==> config.mk <==
export PLATFORM = sky130hd
export DESIGN_NAME = fetch_stage
export DESIGN_NICKNAME = d
export VERILOG_FILES = /design/src/rtl/fetch_stage.sv
export SDC_FILE = /design/constraint.sdc
export NUM_CORES = 1
export LEC_CHECK = 0
export CORE_AREA = 5 5 106 108
export DETAILED_ROUTE_END_ITERATION = 10
export DIE_AREA = 0 0 111 113
export PLACE_DENSITY_LB_ADDON = 0.12
export SETUP_SLACK_MARGIN = 0.15
export SYNTH_ARGS = -nofsm -noshare
export SYNTH_HDL_FRONTEND = slang
export SYNTH_SLANG_ARGS = --single-unit
==> constraint.sdc <==
create_clock -name clk -period 5.1 [get_ports clk]
set_input_delay 1.02 -clock clk [delete_from_list [all_inputs] [get_ports clk]]
set_output_delay 1.02 -clock clk [all_outputs]
set_load 0.005 [all_outputs]
==> src/rtl/fetch_stage.sv <==
`default_nettype none
// ============================================================================
// fetch_stage : PC, IF/ID register, link register and BX stall-marker FSM
// Revision    : 1.0  initial release
// ============================================================================
module fetch_stage #(
  parameter logic [15:0] RESET_PC = 16'h0000,
  parameter logic [15:0] NOP      = 16'hBF00,
  parameter logic [15:0] BX_MARK  = 16'hBF01
) (
  input  logic        clk,
  input  logic        rst_n,
  input  logic        stall_in,
  input  logic [2:0]  pc_mux,
  input  logic        flush,
  input  logic        lr_sel,
  input  logic [15:0] im8_pc,
  input  logic [15:0] im11,
  input  logic [15:0] bx_target,
  output logic [15:0] imem_addr,
  input  logic [15:0] imem_rdata,
  output logic [15:0] instr_q,
  output logic [15:0] instr_pc_q,
  output logic [15:0] lr_q,
  output logic        bx_wait,
  output logic [15:0] flush_cnt
);

  typedef enum logic [0:0] {
    RUN     = 1'b0,
    BX_WAIT = 1'b1
  } state_t;

  state_t      state_q, state_d;
  logic [15:0] pc_q, pc_d;
  logic [15:0] instr_d, instr_pc_d, lr_d, flush_cnt_d;
  logic [15:0] rel_base;
  logic [15:0] redirect_pc;

  // Relative branches are taken from the address of the instruction in IF/ID.
  assign rel_base = instr_pc_q + 16'd1;

  always_comb begin
    redirect_pc = pc_q + 16'd1;
    case (pc_mux)
      3'd1:       redirect_pc = rel_base + im8_pc;
      3'd2, 3'd3: redirect_pc = rel_base + im11;
      3'd4:       redirect_pc = bx_target;
      default:    redirect_pc = pc_q + 16'd1;
    endcase
  end

  always_comb begin
    state_d     = state_q;
    pc_d        = pc_q;
    instr_d     = instr_q;
    instr_pc_d  = instr_pc_q;
    lr_d        = lr_q;
    flush_cnt_d = flush_cnt;

    if (!stall_in) begin
      if (flush && (flush_cnt != 16'hFFFF))
        flush_cnt_d = flush_cnt + 16'd1;

      case (state_q)
        RUN: begin
          if (pc_mux == 3'd6) begin
            instr_d = BX_MARK;
            state_d = BX_WAIT;
          end else begin
            pc_d = redirect_pc;
            if ((pc_mux == 3'd3) && lr_sel)
              lr_d = rel_base;
            if (flush) begin
              instr_d    = NOP;
              instr_pc_d = redirect_pc;
            end else begin
              instr_d    = imem_rdata;
              instr_pc_d = pc_q;
            end
          end
        end
        BX_WAIT: begin
          // Only the BX redirect releases the wait; anything else holds.
          if (pc_mux == 3'd4) begin
            pc_d    = bx_target;
            instr_d = NOP;
            state_d = RUN;
          end
        end
        default: state_d = RUN;
      endcase
    end
  end

  always_ff @(posedge clk or negedge rst_n) begin
    if (!rst_n) begin
      state_q    <= RUN;
      pc_q       <= RESET_PC;
      instr_q    <= NOP;
      instr_pc_q <= RESET_PC;
      lr_q       <= 16'h0000;
      flush_cnt  <= 16'h0000;
    end else begin
      state_q    <= state_d;
      pc_q       <= pc_d;
      instr_q    <= instr_d;
      instr_pc_q <= instr_pc_d;
      lr_q       <= lr_d;
      flush_cnt  <= flush_cnt_d;
    end
  end

  assign imem_addr = pc_q;
  assign bx_wait   = (state_q == BX_WAIT);

endmodule
`default_nettype wire

**Word-level counts from Yosys, hierarchy flattened**

Cells that the tools add are included.

- Output and inout port bits: 81
- Word-level logic and storage cells: 42
- Bits in registers: 81
- Bits of input ports: 72

- $add $sub $neg: 5
- Bitwise operators: 3
- Equality and inequality tests: 8
- Reduce and logical (&&, ||, !) cells: 8
- Muxes and demuxes: 12

Operator list:

| operator | number |
|---|---|
| two-way mux 16 bit | 6 |
| case mux 16 bit (2 select lines) | 2 |
| adder 16 x 1 -> 16 bit, second input constant | 3 |
| case mux 16 bit (3 select lines) | 1 |
| adder 16 bit | 2 |
| inequality test 16 bit, second input constant | 1 |
| equality test 3 x 2 -> 1 bit, second input constant | 2 |
| equality test 3 bit, second input constant | 2 |
| AND reduction 3 bit | 2 |
| AND reduction 2 bit | 2 |
| AND reduction 4 bit | 1 |
| equality test 3 x 1 -> 1 bit, second input constant | 1 |
| NOT 1 bit | 3 |
| logical AND 1 bit | 2 |
| two-way mux 1 bit | 2 |
| inequality test 2 x 1 -> 1 bit, second input constant | 1 |
| inequality test 2 bit, second input constant | 1 |
| case mux 1 bit (2 select lines) | 1 |
| OR reduction 2 bit | 1 |

**Logic depth before layout (Yosys ltp)**

Gate-level depths: netlist of run 1.

- Word-level depth: 5
- Gate-level depth with buffers: 16
- Mapped depth without buffers: 13

**Least setup slack after synthesis of run 1**

No wires, ideal clock.

- Path kind: input to register
- Start point: in pc_mux[2]
- End point: reg pc_q[10] (netlist: imem_addr[10])
- Required time: 4975 ps
- Path buffers: 3
- Stages on the path: 16
- Setup time: 125 ps
- Setup slack: 684 ps
- Data arrival time: 4291 ps
- Cell sequence: buf_4 > nor2b_1 > buf_6 > clkbuf_1 > mux2_2 > ha_1 > fa_1 > a21o_1 > a21oi_1 > nor2b_1 > o21ai_1 > a211oi_2 > or3_1 > a31oi_1 > o21ai_1 > mux2_2

- Cells in the longest elaborated chain, start to end: 5
- Elaborated cells on any way between the ends: 12
- Classes of those cells: eq/ne (7); mux (3); reduce/logical (2)

RTL lines:

| element | RTL line | source |
|---|---|---|
| start: declaration | 14 | `input logic [2:0] pc_mux,` |
| equality test 3 x 2 -> 1 bit | 45 | `case (pc_mux)` |
| OR reduction 2 bit | 45 |  |
| case mux 16 bit (3 select lines) | 45 |  |
| two-way mux 16 bit | 67 | `if (pc_mux == 3'd6) begin` |
| case mux 16 bit (2 select lines) | 65 | `case (state_q)` |
| end signal: assignment | 106 | `pc_q <= pc_d;` |
| end: declaration | 35 | `logic [15:0] pc_q, pc_d;` |

Parallel ways exist; a longest one is shown, timed or not. The select of a mux whose other input is x is not followed.
A chain may end at the register's enable or synchronous reset.

**Final worst setup path of run 1**

- Start point: in pc_mux[1]
- End point: reg pc_q[10] (netlist: imem_addr[10])

Same word-level chain as after synthesis.

==> results of run 1 <==
-- synth_stat cells (all sizes together), types with 2 or more instances --
| master | instances |
|---|---|
| ha | 18 |
| buf | 3 |
| xnor2 | 29 |
| o22ai | 2 |
| xor3 | 2 |
| dfrtp | 74 |
| o22a | 7 |
| a21oi | 28 |
| xor2 | 26 |
| o211a | 3 |
| o21ai | 43 |
| nand4 | 7 |
| a211oi | 8 |
| and2 | 2 |
| nand2b | 3 |
| nand2 | 54 |
| nor2 | 37 |
| and4 | 2 |
| and3 | 13 |
| mux2i | 18 |
| clkbuf | 21 |
| mux2 | 32 |
| nor3b | 2 |
| inv | 6 |
| dfstp | 7 |
| nor3 | 6 |
| a22oi | 6 |
| o31ai | 3 |
| o21a | 3 |
| nor2b | 4 |
| or2 | 3 |
| or3 | 6 |
| o211ai | 2 |
| a22o | 8 |
| a21o | 8 |
| a31oi | 5 |
| a222oi | 2 |
| nand3 | 21 |
| o21bai | 2 |
-- sequential cells by signal, summed over array words and instances (netlist names) --
register,cells
imem_addr,16
instr_pc_q,16
instr_q,16
flush_cnt,16
lr_q,16
bx_wait,1
-- final timing paths --
| check | cells after the start | to |
|---|---|---|
| worst max-delay path | 14 | imem_addr[10] |
| worst min-delay path | 1 | flush_cnt[10] |
| worst max register to register | 11 | imem_addr[10] |
| worst min register to register | 1 | flush_cnt[10] |
| max in group asynchronous | 1 | imem_addr[14] |
| min in group asynchronous | 1 | lr_q[14] |
-- final cells by class --
class / count / area [µm²]
fillers: 803 / 3130
multi-input cells: 425 / 3010
flip-flops and latches: 81 / 2040
repair buffers: 158 / 1560
well taps: 136 / 170
clock buffers: 10 / 138
clock inverters: 6 / 67.6
inverters: 6 / 22.5
-- cell families (layout without fill, tap and decap cells) --
kind of cell | after synthesis | after routing | share of synthesized area [%]
AO/OA/AOI/OAI | 136 | 136 | 17.5
XOR/XNOR | 57 | 57 | 10.2
adder cells (fa/ha/maj) | 19 | 19 | 4.74
buffers and inverters | 30 | 180 | 2.42
flip-flops | 81 | 81 | 39.4
multiplexers | 50 | 50 | 10.5
AND/OR/NAND/NOR | 163 | 163 | 15.2
-- through the flow --
step	total power [W]	instances	util, %	worst slack (ns)
CTS	0.00330	822	69.1	0.611
global placement	0.00274	806	67.1	0.338
floorplan	0.00202	536	-	0.684
global route	0.00353	822	69.1	0.376
detailed placement	0.00279	806	67.1	0.232
finish	0.00329	822	69.1	0.567
-- metal layers --
layer	part of all wire [%]	GRT usage [%]	up-vias
met5	0	0	-
met4	2.0	7.22	0
met3	8.8	7.59	21
met2	47	38.6	197
met1	42	29.6	2181
li1	-	-	2228
-- power groups by stage --
stage | combinational, W | sequential, W | clock, W
after CTS | 0.00168 | 0.00112 | 0.000498
after global placement | 0.00162 | 0.00112 | 0
after detailed placement | 0.00166 | 0.00113 | 0
final | 0.00168 | 0.00112 | 0.000485
after floorplan | 0.000945 | 0.00108 | 0
after global routing | 0.00184 | 0.00116 | 0.000529
==> flow_summary.yaml, run 1 <==
worst_setup_path:
  crit_slowest_cell: "clkdlybuf4s50_1"
  path_delay_family: "compound AO/OA/AOI/OAI gates"
  path_buf_inv: 2
  crit_type: "primary input to register"
  rrSetupSlack_ns: 1.94
  cp.required_ns: 5.34
  worstPathArrival_ns: 4.77
  slowest_delay_ns: 0.55
  r2r_start: "instr_pc_q[2]"
  critPathCaptureType: "register"
  crit_fanout: 16
  path_cells: "clkdlybuf4s50_1, nor2b_1, buf_4, mux2_2, fa_1, a21o_1, a21oi_1, nor2b_1, o21ai_1, a211oi_2, or3_1, a31oi_1, o21ai_1, mux2_2"
  worstSetupStartpointType: "primary input"
  startpoint: "pc_mux[1]"
yosys:
  synth_warnings: 0
  synth_ff_type: "dfrtp_1"
  synth-edff-count: 0
  yosysTopAreaCellShare_pct: 35.8
  synth_area_leader_cell: "dfrtp_1"
  syn_area_per_cell_um2: 9.64
  synthDistinctLibCells: 59
  yosys_register_bits: 81
  synth_fp_nets: 627
  syn_area_um2: 5170
  ys_async_sr_fraction_pct: 100
  synth.area.top_cells: "dfrtp_1, mux2_2, xnor2_1, xor2_1, ha_1"
  ys_seq_area_share_pct: 39.4
  syn_inst: 536
sta:
  hold-worst-slack_ns: 0.505
  finalMaxSlewViolations: 0
  setup_tns_ns: 0
  worstMarginPinSlew_ns: 1.04
  period_minus_slack_ns: 4.53
  finalCritPeriodShare_pct: 88.9
  rsz0062_at_grt: "no"
  finalClockSkew_ns: 0.0119
  max_freq_ghz: 0.221
  hold_viol: 0
  setup_viol: 0
  max_slew_margin_pct: 30.4
final_layout:
  area_growth_pct: 35.5
  layout_commonest_cell: "clkdlybuf4s50_1"
  finish.instance_area_um2: 7010
  final_cell_mix: "clkdlybuf4s50_1, dfrtp_1, nand2_1, o21ai_0, nor2_1"
  diodes: 0
  num-nets-final: 772
  drive_above_1_share_pct: 10.8
place:
  portBuffers: 152
  dpl-instance-area_um2: 6800
  gp_congestion: 0.885
  dp_hpwl_um: 11100
run:
  max-cap-violations: 0
clock_tree:
  clk_root_buffer_cell: "clkbuf_8"
  cts_tree: "done"
  cts_buffers: 9
  clkSlewWorstSetupHoldPaths_ns: 0.09
  cts_hold_buffers: 0
  cts_resized: 0
  clock_path_buffers: 2
  h-tree-depth: 3
  clock_latency_ns: 0.35
  postCtsSetupBuffers: 0
  cts.sink_count: 81
outcome:
  status: "completed"
floorplanning:
  ios: 153
  row_count: 37
  die_area_um2: 12500
  die_h_um: 113
  dieWidth_um: 111
  core_area_um2: 10100
  start_util_pct: 51.0
power_and_ir_drop:
  vdd_ir_drop_max_uv: 234
  power.internal_w: 0.00200
  p_switching_w: 0.00128
  power_frac_seq_pct: 34.2
  combPwrFrac_pct: 51.1
  p_leak_nw: 3.00
  sw_frac_of_total_pct: 39.1
  clkPwrFrac_pct: 14.8
  powerDensity_nw_per_um2: 469
route:
  drtAntennaViolNets: 0
  drc_errors: 0
  route.final.wire_length_um: 14600
  vias: 4627
  via_per_inst: 5.63
  drt_first_iter_violations: 459
  dr.pass1.iters: 5
  wl_per_cell_um: 17.8
global_routing:
  grt_start_max_net_pins: 82
  grt_usage_pct: 23.5
  gr-total-overflow: 0
  grt_pass1_vias: 4847
  grt_pass1_wl_um: 24300
  grt_antenna_before_repair: 0
hold_path:
  hp-class: "register to register"
  min_from: "flush_cnt[10]"
No activity file was read; power rests on OpenSTA's default activity.
==> run 2, diff against run 1 <==
--- a/config.mk
+++ b/config.mk
@@ -5,6 +5,8 @@
 export SDC_FILE = /design/constraint.sdc
 export NUM_CORES = 1
 export LEC_CHECK = 0
+export ABC_CLOCK_PERIOD_IN_PS = 5100
+export CAP_MARGIN = 10
 export CORE_AREA = 5 5 106 108
 export DETAILED_ROUTE_END_ITERATION = 10
 export DIE_AREA = 0 0 111 113
==> results of run 2 <==
Same layout as run 1: the final DEF is identical, and so are final timing and power.
==> RTL change: new RTL, flow settings as in run 1 <==
Register the output `flush_cnt` once more, cleared by the reset; this adds one clock of latency there. The other outputs are not delayed to match.
--- a/src/rtl/fetch_stage.sv
+++ b/src/rtl/fetch_stage.sv
@@ -31,6 +31,8 @@
     BX_WAIT = 1'b1
   } state_t;
 
+  logic [15:0] flush_cnt_s0;
+
   state_t      state_q, state_d;
   logic [15:0] pc_q, pc_d;
   logic [15:0] instr_d, instr_pc_d, lr_d, flush_cnt_d;
@@ -56,11 +58,11 @@
     instr_d     = instr_q;
     instr_pc_d  = instr_pc_q;
     lr_d        = lr_q;
-    flush_cnt_d = flush_cnt;
+    flush_cnt_d = flush_cnt_s0;
 
     if (!stall_in) begin
-      if (flush && (flush_cnt != 16'hFFFF))
-        flush_cnt_d = flush_cnt + 16'd1;
+      if (flush && (flush_cnt_s0 != 16'hFFFF))
+        flush_cnt_d = flush_cnt_s0 + 16'd1;
 
       case (state_q)
         RUN: begin
@@ -100,20 +102,28 @@
       instr_q    <= NOP;
       instr_pc_q <= RESET_PC;
       lr_q       <= 16'h0000;
-      flush_cnt  <= 16'h0000;
+      flush_cnt_s0 <= 16'h0000;
     end else begin
       state_q    <= state_d;
       pc_q       <= pc_d;
       instr_q    <= instr_d;
       instr_pc_q <= instr_pc_d;
       lr_q       <= lr_d;
-      flush_cnt  <= flush_cnt_d;
+      flush_cnt_s0 <= flush_cnt_d;
     end
   end
 
   assign imem_addr = pc_q;
   assign bx_wait   = (state_q == BX_WAIT);
 
+  always_ff @(posedge clk or negedge rst_n) begin
+    if (!rst_n) begin
+      flush_cnt <= '0;
+    end else begin
+      flush_cnt <= flush_cnt_s0;
+    end
+  end
+
 endmodule
 `default_nettype wire
 
Check against the original RTL: not equivalent (Yosys sat finds a counterexample within 4 cycles, from zero or initial values and one cycle with rst_n low).
==> RTL change against run 1 <==
- register-to-register slack worse by 0.28 ns
- routed wire length grew 9.0%
- largest power group unchanged
- via count up 6.8%
- sequential cell count grew 16
- setup slack better by 0.21 ns
- synthesized area rose by 6.9%
- final area increased by 5.3%
- power rose by 0.59%
==> RTL change: results <==
set metrics [dict create \
    status "complete, no violations" \
    ff2ff_setup_slack_ns 1.66 \
    synthTopCellsByArea "dfrtp_1 41%, mux2_2 5.7%, xnor2_1 4.8%" \
    syn_nets 644 \
    detail_route.iter0.violations 377 \
    routed_wl_um 16000 \
    cts_root_buf "clkbuf_8" \
    final_hold_viol_count 0 \
    grt_max_degree 69 \
    clkTransAtPathRegs_ns 0.10 \
    skew_ns 0.0117 \
    htreeDepth 3 \
    nets 796 \
    gp_congestion 0.854 \
    peakVddDrop_v 0.000214 \
    ys_warn_count 0 \
    antenna_found_initial 0 \
    slew_headroom 0.230 \
    drive_gt1_frac 0.114 \
    grt_pass1_wl_um 26300 \
    switching_share 0.400 \
    async_reset_ff_frac 1.00 \
    cp_max_fo 13 \
    clock_path_buffers 2 \
    hold_buffers 0 \
    grt_pass1_vias 5093 \
    track_usage 0.260 \
    ff2ff_path_depth 7 \
    hpwl_um 12200 \
    clk_latency_ns 0.37 \
    synthFlopType "dfrtp_1" \
    r2r-end "instr_q[6]" \
    seq_area_frac_synth 0.441 \
    setup_viol 0 \
    num_antenna_cells 0 \
    hold_class "reg2reg" \
    pre_cts_slack_ns 0.431 \
    r2r-start "bx_wait" \
    port_buffers 152 \
    place_area_mm2 0.00719 \
    cts_made_buffers 9 \
    cts_setup_buffers 0 \
    vias 4943 \
    fillers 767 \
    dr.pass1.iters 6 \
    ys_types 65 \
    leakage_nw 3.16 \
    min_period_ns 4.32 \
    synth_commonest_cells "90 x dfrtp_1, 51 x nand2_1, 42 x o21ai_0" \
    crit_end "instr_pc_q[9]" \
    crit_path_start "pc_mux[1]" \
    worstPathArrival_ns 4.59 \
    cts-resized-gates 0 \
]
-- RTL change: cell families (layout without fill, tap and decap cells) --
kind of cell | count (synthesis) | after routing | share of synthesized area
compound gates | 143 | 143 | 0.175
xor+xnor | 52 | 52 | 0.0824
fa+ha+maj | 19 | 19 | 0.0444
buf+inv | 33 | 190 | 0.0240
flops | 97 | 97 | 0.441
mux | 34 | 34 | 0.0689
simple gates | 175 | 175 | 0.164
-- RTL change: power by group through the flow --
stage	Clock [mW]	Sequential, mW	Combinational, mW
floorplan	0	1.19	0.868
global placement	0	1.24	1.52
detailed placement	0	1.25	1.56
CTS	0.498	1.23	1.57
global route	0.536	1.28	1.72
finish	0.490	1.24	1.58
-- RTL change: layout make-up --
type / count / share of cell area
clock buffers: 9 / 0.0168
clock inverters: 7 / 0.00899
inverters: 15 / 0.00763
multi-input cells: 423 / 0.400
flip-flops and latches: 97 / 0.330
well taps: 136 / 0.0231
repair buffers: 159 / 0.213
-- RTL change: worst min path at each step --
stage	from	end	slack (ns)	cells past startpoint
floorplan	flush_cnt_s0[10]	flush_cnt[10]	0.38	0
global placement	flush_cnt_s0[10]	flush_cnt[10]	0.40	0
detailed placement	flush_cnt_s0[8]	flush_cnt[8]	0.41	0
CTS	flush_cnt_s0[8]	flush_cnt[8]	0.44	0
global route	flush_cnt_s0[15]	flush_cnt[15]	0.46	0
finish	flush_cnt_s0[8]	flush_cnt[8]	0.44	0
-- RTL change: worst max-delay path, stage by stage --
cell             delay [ns]
clkdlybuf4s50_1        0.55
nor2b_1                0.43
buf_4                  0.31
mux2_2                 0.35
ha_1                   0.30
o21ai_0                0.13
o21bai_1               0.11
a21o_1                 0.21
o211a_1                0.12
o211a_1                0.25
a211oi_2               0.18
xnor2_1                0.13
a211o_1                0.31
a22o_1                 0.19
-- RTL change: routing by layer --
layer / vias to the layer above / GRT usage / share of wire
met5: - / 0 / 0
met4: 0 / 0.0772 / 0.015
met3: 19 / 0.0733 / 0.089
met2: 227 / 0.412 / 0.46
met1: 2369 / 0.349 / 0.44
li1: 2328 / - / -
-- RTL change: stage by stage --
step                 util  hold slack, ns  cells  power, mW
finish              0.728           0.436    846       3.31
global route        0.728           0.465    846       3.53
CTS                 0.728           0.438    846       3.30
detailed placement  0.709           0.414    830       2.80
global placement    0.709           0.399    830       2.76
floorplan               -           0.384    553       2.06
